File: config.mk
export PLATFORM = sky130hd
export DESIGN_NAME = spi_arb
export DESIGN_NICKNAME = d
export VERILOG_FILES = /design/src/rtl/dso_pkg.sv /design/src/rtl/rr_pick.sv /design/src/rtl/spi_arb.sv
export SDC_FILE = /design/constraint.sdc
export NUM_CORES = 1
export LEC_CHECK = 0
export BUFFER_PORTS_ARGS = -buffer_cell sky130_fd_sc_hd__buf_2
export CAP_MARGIN = 20
export CORE_AREA = 2 2 120 64
export DETAILED_ROUTE_END_ITERATION = 10
export DIE_AREA = 0 0 122 66
export PLACE_DENSITY_LB_ADDON = 0.3
export SYNTH_ARGS = -nofsm -noshare
export SYNTH_HDL_FRONTEND = slang
export SYNTH_HIERARCHICAL = 1
export SYNTH_SLANG_ARGS = --single-unit
File: constraint.sdc
create_clock -name clk -period 2.5 [get_ports clk]
set_input_delay 0.375 -clock clk [delete_from_list [all_inputs] [get_ports clk]]
set_output_delay 0.375 -clock clk [all_outputs]
set_load 0.03 [all_outputs]
File: src/rtl/dso_pkg.sv
// Shared constants and types for the scope digital core.
package dso_pkg;

  localparam logic [2:0] SS_TRIG = 3'b000;
  localparam logic [2:0] SS_CH1  = 3'b001;
  localparam logic [2:0] SS_CH2  = 3'b010;
  localparam logic [2:0] SS_CH3  = 3'b011;
  localparam logic [2:0] SS_EEP  = 3'b100;

  localparam int unsigned GuardDefault = 4;
  localparam int unsigned TmoDefault   = 4096;

  typedef enum logic [1:0] {
    StIdle,
    StStart,
    StWait,
    StGuard
  } arb_state_e;

endpackage

File: src/rtl/rr_pick.sv
// Combinational round-robin picker: first asserted request at or above ptr, wrapping upward.
module rr_pick #(
  parameter int unsigned N  = 3,
  parameter int unsigned PW = (N > 1) ? $clog2(N) : 1
) (
  input  logic [N-1:0]  req,
  input  logic [PW-1:0] ptr,
  output logic [N-1:0]  gnt,
  output logic [PW-1:0] idx,
  output logic          valid
);

  logic [PW:0] sum;

  always_comb begin
    gnt   = '0;
    idx   = '0;
    valid = 1'b0;
    sum   = '0;
    for (int unsigned i = 0; i < N; i++) begin
      // ptr < N and i < N, so one subtraction gives the modulo
      sum = {1'b0, ptr} + (PW+1)'(i);
      if (sum >= (PW+1)'(N)) sum = sum - (PW+1)'(N);
      if (!valid && req[sum[PW-1:0]]) begin
        gnt[sum[PW-1:0]] = 1'b1;
        idx              = sum[PW-1:0];
        valid            = 1'b1;
      end
    end
  end

endmodule

File: src/rtl/spi_arb.sv
// Round-robin arbiter sharing one SPI master among NREQ requesters, with timeout and guard gap.
module spi_arb
  import dso_pkg::*;
#(
  parameter int unsigned NREQ  = 3,
  parameter int unsigned GUARD = GuardDefault,
  parameter int unsigned TMO   = TmoDefault,
  parameter int unsigned TW    = 13
) (
  input  logic                 clk,
  input  logic                 rst,
  input  logic [NREQ-1:0]      req,
  input  logic [16*NREQ-1:0]   req_data,
  input  logic [3*NREQ-1:0]    req_ss,
  output logic [NREQ-1:0]      gnt,
  output logic [NREQ-1:0]      done,
  output logic                 err,
  output logic [7:0]           rdata,
  output logic                 wrt_SPI,
  output logic [15:0]          SPI_data,
  output logic [2:0]           ss,
  input  logic                 SPI_done,
  input  logic [7:0]           EEP_data,
  output logic                 busy
);

  localparam int unsigned PW = $clog2(NREQ);
  localparam int unsigned GW = (GUARD > 0) ? $clog2(GUARD + 1) : 1;

  arb_state_e      state_q, state_d;
  logic [NREQ-1:0] gnt_q, gnt_d, done_q, done_d;
  logic            err_q, err_d, wrt_q, wrt_d, busy_q, busy_d;
  logic [7:0]      rdata_q, rdata_d;
  logic [15:0]     spi_data_q, spi_data_d;
  logic [2:0]      ss_q, ss_d;
  logic [PW-1:0]   ptr_q, ptr_d, idx_q, idx_d;
  logic [TW-1:0]   tcnt_q, tcnt_d;
  logic [GW-1:0]   gcnt_q, gcnt_d;

  logic [NREQ-1:0] pick_gnt;
  logic [PW-1:0]   pick_idx;
  logic            pick_valid;

  rr_pick #(
    .N  (NREQ),
    .PW (PW)
  ) u_rr_pick (
    .req   (req),
    .ptr   (ptr_q),
    .gnt   (pick_gnt),
    .idx   (pick_idx),
    .valid (pick_valid)
  );

  always_comb begin
    state_d    = state_q;
    gnt_d      = gnt_q;
    done_d     = '0;
    err_d      = 1'b0;
    wrt_d      = 1'b0;
    rdata_d    = rdata_q;
    spi_data_d = spi_data_q;
    ss_d       = ss_q;
    ptr_d      = ptr_q;
    idx_d      = idx_q;
    tcnt_d     = tcnt_q;
    gcnt_d     = gcnt_q;
    unique case (state_q)
      StIdle: begin
        if (pick_valid) begin
          gnt_d = pick_gnt;
          idx_d = pick_idx;
          for (int unsigned i = 0; i < NREQ; i++) begin
            if (pick_gnt[i]) begin
              spi_data_d = req_data[16*i +: 16];
              ss_d       = req_ss[3*i +: 3];
            end
          end
          state_d = StStart;
        end
      end
      StStart: begin
        wrt_d   = 1'b1;
        tcnt_d  = '0;
        state_d = StWait;
      end
      StWait: begin
        tcnt_d = tcnt_q + 1'b1;
        // SPI_done wins over a simultaneous timeout
        if (SPI_done) begin
          rdata_d = EEP_data;
          done_d  = gnt_q;
          gcnt_d  = '0;
          state_d = StGuard;
        end else if (tcnt_q == TW'(TMO - 1)) begin
          done_d  = gnt_q;
          err_d   = 1'b1;
          gcnt_d  = '0;
          state_d = StGuard;
        end
      end
      StGuard: begin
        // gnt stays up through the done cycle, drops on the first GUARD edge
        gnt_d = '0;
        ptr_d = (idx_q == PW'(NREQ - 1)) ? '0 : idx_q + 1'b1;
        if (gcnt_q == GW'(GUARD)) begin
          state_d = StIdle;
        end else begin
          gcnt_d = gcnt_q + 1'b1;
        end
      end
      default: state_d = StIdle;
    endcase
    busy_d = (state_d != StIdle);
  end

  always_ff @(posedge clk) begin
    if (rst) begin
      state_q    <= StIdle;
      gnt_q      <= '0;
      done_q     <= '0;
      err_q      <= 1'b0;
      wrt_q      <= 1'b0;
      busy_q     <= 1'b0;
      rdata_q    <= '0;
      spi_data_q <= '0;
      ss_q       <= '0;
      ptr_q      <= '0;
      idx_q      <= '0;
      tcnt_q     <= '0;
      gcnt_q     <= '0;
    end else begin
      state_q    <= state_d;
      gnt_q      <= gnt_d;
      done_q     <= done_d;
      err_q      <= err_d;
      wrt_q      <= wrt_d;
      busy_q     <= busy_d;
      rdata_q    <= rdata_d;
      spi_data_q <= spi_data_d;
      ss_q       <= ss_d;
      ptr_q      <= ptr_d;
      idx_q      <= idx_d;
      tcnt_q     <= tcnt_d;
      gcnt_q     <= gcnt_d;
    end
  end

  assign gnt      = gnt_q;
  assign done     = done_q;
  assign err      = err_q;
  assign wrt_SPI  = wrt_q;
  assign busy     = busy_q;
  assign rdata    = rdata_q;
  assign SPI_data = spi_data_q;
  assign ss       = ss_q;

endmodule

==> flow_metrics.tcl, run 1 <==
set metrics [dict create \
    dieArea_mm2 0.00805 \
    dr_wl_met3_um 584 \
    syn_nets 478 \
    layout-drive-gt1-share_pct 29.6 \
    relSlewSlack_pct 56.3 \
    drv_slew 0 \
    postRouteAntennaNets 0 \
    wl_met1_um 4030 \
    synthXorXnorAreaFrac_pct 2.58 \
    fin_nets 584 \
    vias 3086 \
    h-tree-depth 3 \
    final.setup_skew_ns 0.00606 \
    synth_edf_count 0 \
    grt_max_degree 32 \
    numCtsBuffers 9 \
    finalWirelength_um 8010 \
    first_global_vias 2803 \
    vdd_drop_max_mv 0.478 \
    grt.total_usage_pct 20.2 \
    port_buffers 106 \
    synth-compound-area-share_pct 17.3 \
    cts_sinks 58 \
    hold_buffers 0 \
    fp.dieH_um 66 \
    root_buffer "clkbuf_16" \
    synth_cells 396 \
    ys_warn_count 6 \
    dr.pass1.iters 4 \
    grt_overflow 0 \
    finalCritPeriodShare_pct 94.9 \
    setup_viol 0 \
    synth-simple-area-share_pct 24.8 \
    synthMuxAreaShare_pct 8.32 \
    antenna-diode-count 0 \
    route.detailed.drc 0 \
    dr_wl_met2_um 3360 \
    cp.arrival_ns 2.58 \
    synth-seq-cells 58 \
    grt_pass1_wl_um 12800 \
    fp.dieW_um 122 \
    rsz0062_at_grt "true" \
    synthAdderAreaFrac_pct 4.51 \
    rows 22 \
    period_needed_ns 2.37 \
    finalHoldViolCount 0 \
    cp-start-kind "flop" \
    max_freq_ghz 0.421 \
    hpwl_um 5860 \
    top_layer "met4" \
    area_growth_pct 33.5 \
    vias_per_cell 5.12 \
    pre_cts_ws_ns -0.130 \
    synth_top_flop_cell "dfxtp_1" \
    worst_slack_ns 0.127 \
    place_congestion 0.857 \
    antenna_found_initial 0 \
    clk_pin_slew_ns 0.05 \
    worst_pin_slew_ns 0.655 \
    path_class "reg -> reg" \
    hp-class "in -> reg" \
    synth_top_family_by_area "simple AND/OR/NAND/NOR gates" \
    wl_per_cell_um 13.3 \
    status "complete, no violations" \
    syn_area_mm2 0.00305 \
    clkLatencyLatePin_ns 0.33 \
    ios 107 \
    power_density_mw_per_mm2 699 \
    cts_tree "built" \
    clockBufferDepth 2 \
    p_leak_uw 0.00172 \
    p_total_uw 2850 \
    maxCapViolations 0 \
    synth_area_per_cell_um2 7.71 \
    cp.required_ns 2.70 \
    synthArstFlopShare_pct 0 \
    crit_path_end_kind "flop" \
    core-area_mm2 0.00702 \
    drtIter0Drc 210 \
    crit_fanout 9 \
    ys_seq_area_share_pct 38.0 \
    initial_core_util_pct 43.5 \
    yosysUniqueCellTypes 43 \
]
-- synth_stat cells (2+ instances only) --
cell type | number | area (um2)
ha_1 | 11 | 138
xnor2_1 | 3 | 26.3
a22oi_1 | 2 | 15.0
or3_1 | 2 | 12.5
nand4_1 | 4 | 25.0
nor2_1 | 31 | 116
o21ai_1 | 2 | 10.0
a31oi_1 | 2 | 12.5
nand2b_1 | 7 | 43.8
dfxtp_1 | 58 | 1160
xor2_1 | 6 | 52.6
buf_1 | 3 | 11.3
o21ai_2 | 2 | 17.5
and2_1 | 5 | 31.3
mux2i_1 | 22 | 220
o21a_1 | 2 | 15.0
a21oi_1 | 48 | 240
nand3_1 | 9 | 45.0
inv_1 | 11 | 41.3
or2_2 | 2 | 12.5
buf_2 | 5 | 25.0
o2111ai_1 | 3 | 26.3
nand3b_1 | 4 | 30.0
nor3_1 | 3 | 15.0
o21ai_0 | 30 | 150
clkbuf_1 | 13 | 48.8
nand2_1 | 90 | 338
-- report_power, final --
part / internal, uW / switching (uW) / total (uW) / leakage (uW)
logic: 252 / 414 / 666 / 0.00111
clock network: 746 / 409 / 1150 / 0.000141
registers: 991 / 37.7 / 1030 / 0.000472
-- per-layer routing --
| metal | vias to the layer above | global-route usage (%) |
|---|---|---|
| met4 | 0 | 3.88 |
| li1 | 1561 | - |
| met3 | 7 | 7.59 |
| met2 | 86 | 31.4 |
| met5 | - | 0 |
| met1 | 1432 | 27.0 |
-- flip-flops by register name, summed over array words and instances (netlist names), 3 cells and up --
register  count
rdata         8
tcnt_q       13
SPI_data     16
ss            3
gcnt_q        3
done          3
gnt           3
-- critical path, cell delays in order, from the launching register on --
cell     delay [ns]
dfxtp_1        0.38
inv_1          0.09
ha_2           0.38
inv_1          0.08
a21oi_1        0.12
o21ai_1        0.16
o21ai_4        0.33
nor3_4         0.11
or2_2          0.41
nand2_1        0.11
a21oi_1        0.07
-- placed cells by master (no fill, tap or decap), types with 2 or more instances in the layout --
| cell type | n |
|---|---|
| ha_2 | 2 |
| clkbuf_8 | 3 |
| xnor2_1 | 3 |
| clkbuf_16 | 10 |
| ha_1 | 9 |
| buf_12 | 2 |
| or2_2 | 2 |
| o21ai_1 | 3 |
| nand3_1 | 9 |
| dfxtp_1 | 58 |
| a21oi_1 | 48 |
| nand2b_1 | 7 |
| and2_1 | 5 |
| o21ai_2 | 2 |
| o2111ai_1 | 3 |
| or3_1 | 2 |
| nand2_1 | 89 |
| inv_1 | 11 |
| nor2_1 | 30 |
| mux2i_1 | 22 |
| buf_2 | 106 |
| a31oi_1 | 2 |
| nand4_1 | 4 |
| xor2_1 | 6 |
| nor3_1 | 2 |
| clkinvlp_4 | 2 |
| o21ai_0 | 28 |
| clkinv_2 | 2 |
| nand3b_1 | 4 |
| buf_4 | 6 |
| o21a_1 | 2 |
-- area by class of cell --
| cell class | count | area [um2] |
|---|---|---|
| Inverter | 11 | 41.3 |
| Multi-Input combinational cell | 306 | 1810 |
| Tap cell | 96 | 120 |
| Timing Repair Buffer | 116 | 656 |
| Clock inverter | 4 | 25.0 |
| Clock buffer | 12 | 267 |
| Sequential cell | 58 | 1160 |
| Fill cell | 654 | 2940 |
-- metrics by stage --
step | cell area [um2] | setup TNS, ns | std cells | util, % | hold slack (ns)
4_1_cts | 3990 | 0 | 600 | 56.8 | 0.283
5_1_grt | 4080 | -0.117 | 603 | 58.1 | 0.283
6_report | 4080 | 0 | 603 | 58.1 | 0.285
3_5_place_dp | 3690 | -2.01 | 584 | 52.5 | 0.445
2_1_floorplan | 3050 | 0 | 396 | - | 0.444
3_3_place_gp | 3690 | -0.00525 | 584 | 52.5 | 0.439
-- path summary, 6_finish.rpt --
path / slack (ns) / endpoint / cells after the start / startpoint
setup / recovery: 0.13 / SPI_data[13]$_SDFFE_PP0P_ / 10 / ptr_q[0]$_SDFFE_PP0P_
setup reg to reg: 0.13 / SPI_data[13]$_SDFFE_PP0P_ / 10 / ptr_q[0]$_SDFFE_PP0P_
hold / removal: 0.29 / rdata[5]$_SDFFE_PP0P_ / 3 / EEP_data[5]
hold reg to reg: 0.45 / SPI_data[14]$_SDFFE_PP0P_ / 2 / SPI_data[14]$_SDFFE_PP0P_
-- repair_timing --
action	in CTS	in global routing
setup buffers	0	1
pin swaps	0	4
resized for setup	3	9
cloned	0	2
endpoints found under the setup margin	19	20
-- logic make-up (layout without fill, tap and decap cells) --
family	after synthesis	count (layout)
XOR/XNOR	9	9
buffers and inverters	33	143
multiplexers	24	24
AO/OA/AOI/OAI	96	96
flip-flops	58	58
adder cells (fa/ha/maj)	11	11
AND/OR/NAND/NOR	165	166
No activity file was read; power rests on OpenSTA's default activity.
==> run 2, diff against run 1 <==
Settings changed: SETUP_SLACK_MARGIN set to 0.4.
==> flow_metrics.tcl, run 2 (synthesis results as in run 1) <==
set metrics [dict create \
    grt_overflow 0 \
    initial_core_util_pct 43.5 \
    grt_pass1_wl_um 13300 \
    finalCritPeriodShare_pct 89.5 \
    finalHoldViolCount 0 \
    clk_pin_slew_ns 0.05 \
    path_class "reg -> reg" \
    setup_tns_ns 0 \
    p_leak_uw 0.00186 \
    core-area_mm2 0.00702 \
    postRouteAntennaNets 0 \
    layout_commonest_cell "buf_2" \
    fin_nets 604 \
    cp.arrival_ns 2.48 \
    postLayoutCellArea_mm2 0.00441 \
    worst_pin_slew_ns 0.600 \
    place_congestion 0.830 \
    fin_util_pct 62.9 \
    largest_reg_flops 16 \
    post_dp_cell_area_mm2 0.00371 \
    drtIter0Drc 181 \
    dr.pass1.iters 4 \
    vias_per_cell 5.08 \
    status "complete, no violations" \
    power_density_mw_per_mm2 686 \
    vdd_drop_max_mv 0.303 \
    fp.dieW_um 122 \
    cts_sinks 58 \
    cp.required_ns 2.74 \
    route.detailed.drc 0 \
    antenna-diode-count 0 \
    rows 22 \
    setup_viol 0 \
    ios 107 \
    first_global_vias 2799 \
    rsz0062_at_grt "true" \
    antenna_found_initial 0 \
    crit_path_end_kind "flop" \
    finalWirelength_um 8930 \
    root_buffer "clkbuf_16" \
    drv_slew 0 \
    vias 3164 \
    grt_max_degree 40 \
    final_cell_mix "106 x buf_2, 88 x nand2_1, 56 x dfxtp_1" \
    wl_per_cell_um 14.3 \
    crit_chain "inv_2 > ha_4 > inv_2 > a21oi_1 > o21ai_2 > o21ai_2 > buf_6 > buf_6 > nor3_4 > buf_12 > nor2_4 > buf_4 > nand2_1 > a21oi_1" \
    period_needed_ns 2.24 \
    numCtsBuffers 9 \
    hp-class "in -> reg" \
    h-tree-depth 3 \
    final.setup_skew_ns 0.00501 \
    clkLatencyLatePin_ns 0.32 \
    area_growth_pct 44.6 \
    dieArea_mm2 0.00805 \
    hpwl_um 5840 \
    cp-start-kind "flop" \
    maxCapViolations 0 \
    port_buffers 106 \
    layout-drive-gt1-share_pct 34.7 \
    critPathMaxStageDelay_ns 0.38 \
    slowest_stage "dfxtp_4" \
    grt.total_usage_pct 21.5 \
    max_freq_ghz 0.447 \
    relSlewSlack_pct 60.0 \
    cts_tree "built" \
    crit_fanout 7 \
    clockBufferDepth 2 \
    fp.dieH_um 66 \
]
## run 2: final timing paths
path	from	end	slack, ns	depth (start not counted)
worst max-delay path	ptr_q[0]$_SDFFE_PP0P_	SPI_data[7]$_SDFFE_PP0P_	0.26	14
worst min-delay path	EEP_data[2]	rdata[2]$_SDFFE_PP0P_	0.29	3
worst max register to register	ptr_q[0]$_SDFFE_PP0P_	SPI_data[7]$_SDFFE_PP0P_	0.26	14
worst min register to register	SPI_data[9]$_SDFFE_PP0P_	SPI_data[9]$_SDFFE_PP0P_	0.45	2
## run 2: worst max-delay path, delay by kind of cell (launching register included)
family | cells | cell delay (ns)
AOI/OAI and AO/OA | 4 | 0.53
buffers and inverters | 6 | 0.70
and+or+nand+nor | 3 | 0.24
adders and majority gates | 1 | 0.31
DFF | 1 | 0.38
## run 2: power breakdown
group          leakage [uW]  total (uW)  internal, uW  switching (uW)
combinational       0.00124         788           324             463
sequential         0.000473        1030           990            40.6
clock              0.000147        1210           823             385
## run 2: cell type report
type                       instances  area, um2
tap                               96        120
inverter                          11       43.8
fill                             605       2610
clock buffer                      14        264
timing repair buffer             134        865
multi-input combinational        308       1920
sequential                        58       1170
clock inverter                     2       35.0
## run 2: what timing repair did
item,4_1_cts,5_1_grt
hold buffers,0,0
pin swaps,11,4
setup endpoints to repair,23,24
buffers inserted,11,7
gates resized for setup,28,13
gates cloned,5,3
## run 2: per-layer routing
layer,track usage [%],routed length [um],share of wire [%],vias up
li1,-,-,-,1611
met1,28.5,4360,49,1447
met2,33.3,3810,43,100
met3,7.07,696,7.8,6
met4,6.32,62,0.69,0
met5,0,0,0,-
## run 2: stage by stage
stage          instances  total power (uW)  hold WS [ns]  worst slack, ns
2_1_floorplan        396              1480         0.444            0.363
3_3_place_gp         581              1660         0.439            0.187
3_5_place_dp         581              1670         0.445            0.158
4_1_cts              613              2990         0.284            0.342
5_1_grt              623              3160         0.289            0.165
6_report             623              3030         0.295            0.261
==> run 3, diff against run 2 <==
Settings changed: CELL_PAD_IN_SITES_DETAIL_PLACEMENT set to 1, CELL_PAD_IN_SITES_GLOBAL_PLACEMENT set to 1, CORE_AREA 2 2 120 64 to 2 2 142 75, DIE_AREA 0 0 122 66 to 0 0 144 77.
==> flow_metrics.tcl, run 3 (synthesis results as in run 1) <==
set metrics [dict create \
    cp-start-kind "flop" \
    status "complete, no violations" \
    vdd_drop_max_mv 0.404 \
    worst_slack_ns 0.214 \
    rsz0062_at_grt "true" \
    hpwl_um 7190 \
    root_buffer "clkbuf_16" \
    cp-endpoint "SPI_data[0]$_SDFFE_PP0P_" \
    initial_core_util_pct 31.0 \
    finalWirelength_um 11000 \
    power_density_mw_per_mm2 647 \
    post_dp_cell_area_mm2 0.00378 \
    final_cell_mix "106 x buf_2, 88 x nand2_1, 56 x dfxtp_1" \
    cts_tree "built" \
    regArea_mm2 0.00117 \
    grt_pass1_wl_um 17400 \
    maxCapViolations 0 \
    path_class "reg -> reg" \
    h-tree-depth 3 \
    fin_util_pct 45.5 \
    clockBufferDepth 2 \
    grt_overflow 0 \
    dr_wl_met2_um 4740 \
    vias_per_cell 4.92 \
    dr_wl_met3_um 848 \
    max_freq_ghz 0.437 \
    worstRegToRegCells 13 \
    clk_pin_slew_ns 0.05 \
    crit_path_end_kind "flop" \
    multi_input_area_mm2 0.00197 \
    finalHoldViolCount 0 \
    top_layer "met4" \
    crit_fanout 7 \
    hold_ws_ns 0.293 \
    p_int_uw 1970 \
    antenna-diode-count 0 \
    place_congestion 0.832 \
    worst_pin_slew_ns 0.609 \
    switching_share_pct 32.0 \
    clkLatencyLatePin_ns 0.32 \
    seq_power_share_pct 35.5 \
    clock_power_share_pct 35.8 \
    pre_cts_ws_ns 0.160 \
    reg2reg_from "ptr_q[1]$_SDFFE_PP0P_" \
    setup_viol 0 \
    fin_nets 603 \
    cp.arrival_ns 2.48 \
    antenna_found_initial 0 \
    postRouteAntennaNets 0 \
    ios 107 \
    dieArea_mm2 0.0111 \
    core-area_mm2 0.00986 \
    vias 3259 \
    fillerInstances 1232 \
    cts_sinks 58 \
    final.setup_skew_ns 0.00674 \
    period_needed_ns 2.29 \
    numCtsBuffers 9 \
    hp-class "in -> reg" \
    comb_power_share_pct 28.6 \
    r2r-end "SPI_data[0]$_SDFFE_PP0P_" \
    crit_path_start "ptr_q[1]$_SDFFE_PP0P_" \
    fp.dieW_um 144 \
    min_from "EEP_data[1]" \
    crit_chain "inv_4 > ha_4 > mux2i_4 > o21ai_4 > nand2_2 > o21ai_4 > buf_12 > buf_8 > buf_16 > mux2i_1 > o21ai_1 > nand2_1 > a21oi_1" \
    wl_per_cell_um 16.6 \
    p_leak_uw 0.00185 \
    largest_reg_flops 16 \
    dr.pass1.iters 4 \
    layout-drive-gt1-share_pct 35.4 \
    worst_path_most_repeated_cell "o21ai_4" \
    finalCritPeriodShare_pct 91.5 \
    cp.required_ns 2.70 \
    route.detailed.drc 0 \
    drv_slew 0 \
    relSlewSlack_pct 59.4 \
    grt.total_usage_pct 20.4 \
    wl_met1_um 5380 \
    p_switching_uw 929 \
    rows 26 \
    layout_commonest_cell "buf_2" \
    rrSetupSlack_ns 0.21 \
    area_growth_pct 46.9 \
    slowest_stage "dfxtp_4" \
    postLayoutCellArea_mm2 0.00449 \
    grt_max_degree 40 \
    critPathMaxStageDelay_ns 0.38 \
    drtIter0Drc 154 \
    first_global_vias 3332 \
    setup_tns_ns 0 \
    fp.dieH_um 77 \
    port_buffers 106 \
]
[run 3: cell count changes in the layout (fill, tap and decap cells not counted), moves of 2 or more]
cell,delta
clkbuf_8,-2
o21ai_4,+2
o21ai_0,-8
a21oi_1,-2
a21oi_2,+2
buf_4,-3
o21ai_1,+5
buf_16,+2
[run 3: worst min-delay path by stage]
stage	slack, ns	cells past startpoint	end
finish	0.29	3	rdata[1]$_SDFFE_PP0P_
detailed placement	0.45	2	ss[2]$_SDFFE_PP0P_
floorplan	0.44	2	idx_q[1]$_SDFFE_PP0P_
global placement	0.44	2	SPI_data[10]$_SDFFE_PP0P_
global route	0.29	3	rdata[1]$_SDFFE_PP0P_
CTS	0.28	3	rdata[1]$_SDFFE_PP0P_
[run 3: stage by stage]
stage / std cells / total power, uW
6_report: 663 / 2900
5_1_grt: 663 / 3060
4_1_cts: 656 / 2890
3_5_place_dp: 625 / 1690
3_3_place_gp: 625 / 1680
2_1_floorplan: 396 / 1480
[run 3: per-layer routing]
metal  global-route usage (%)  up-vias
li1                         -     1600
met1                     28.5     1550
met2                     30.4      105
met3                     6.87        4
met4                     4.71        0
met5                        0        -
[run 3: cell type report]
| class | instances | area share [%] |
|---|---|---|
| multi-input cells | 308 | 43.9 |
| flip-flops and latches | 58 | 26.1 |
| repair buffers | 133 | 19.8 |
| clock inverters | 1 | 0.112 |
| inverters | 11 | 0.976 |
| clock buffers | 12 | 5.27 |
| well taps | 140 | 3.91 |
[run 3: timing repair]
action	4_1_cts	5_1_grt
hold endpoints to repair	0	0
cloned	6	2
gates resized for setup	46	12
hold buffers	0	0
buffers inserted	12	5
pin swaps	11	9
setup endpoints to repair	23	27
[run 3: worst max-delay path, delay by kind of cell (launching register included)]
family	cells	cell delay, ns
buffers and inverters	4	0.44
muxes	2	0.40
adders and majority gates	1	0.20
DFF	1	0.38
AOI/OAI and AO/OA	4	0.56
and+or+nand+nor	2	0.20
[run 3: power groups by stage]
stage               clock (uW)  combinational (uW)  sequential, uW
global placement             0                 633            1040
CTS                       1070                 788            1030
global route              1120                 902            1040
floorplan                    0                 332            1150
detailed placement           0                 647            1050
finish                    1040                 830            1030
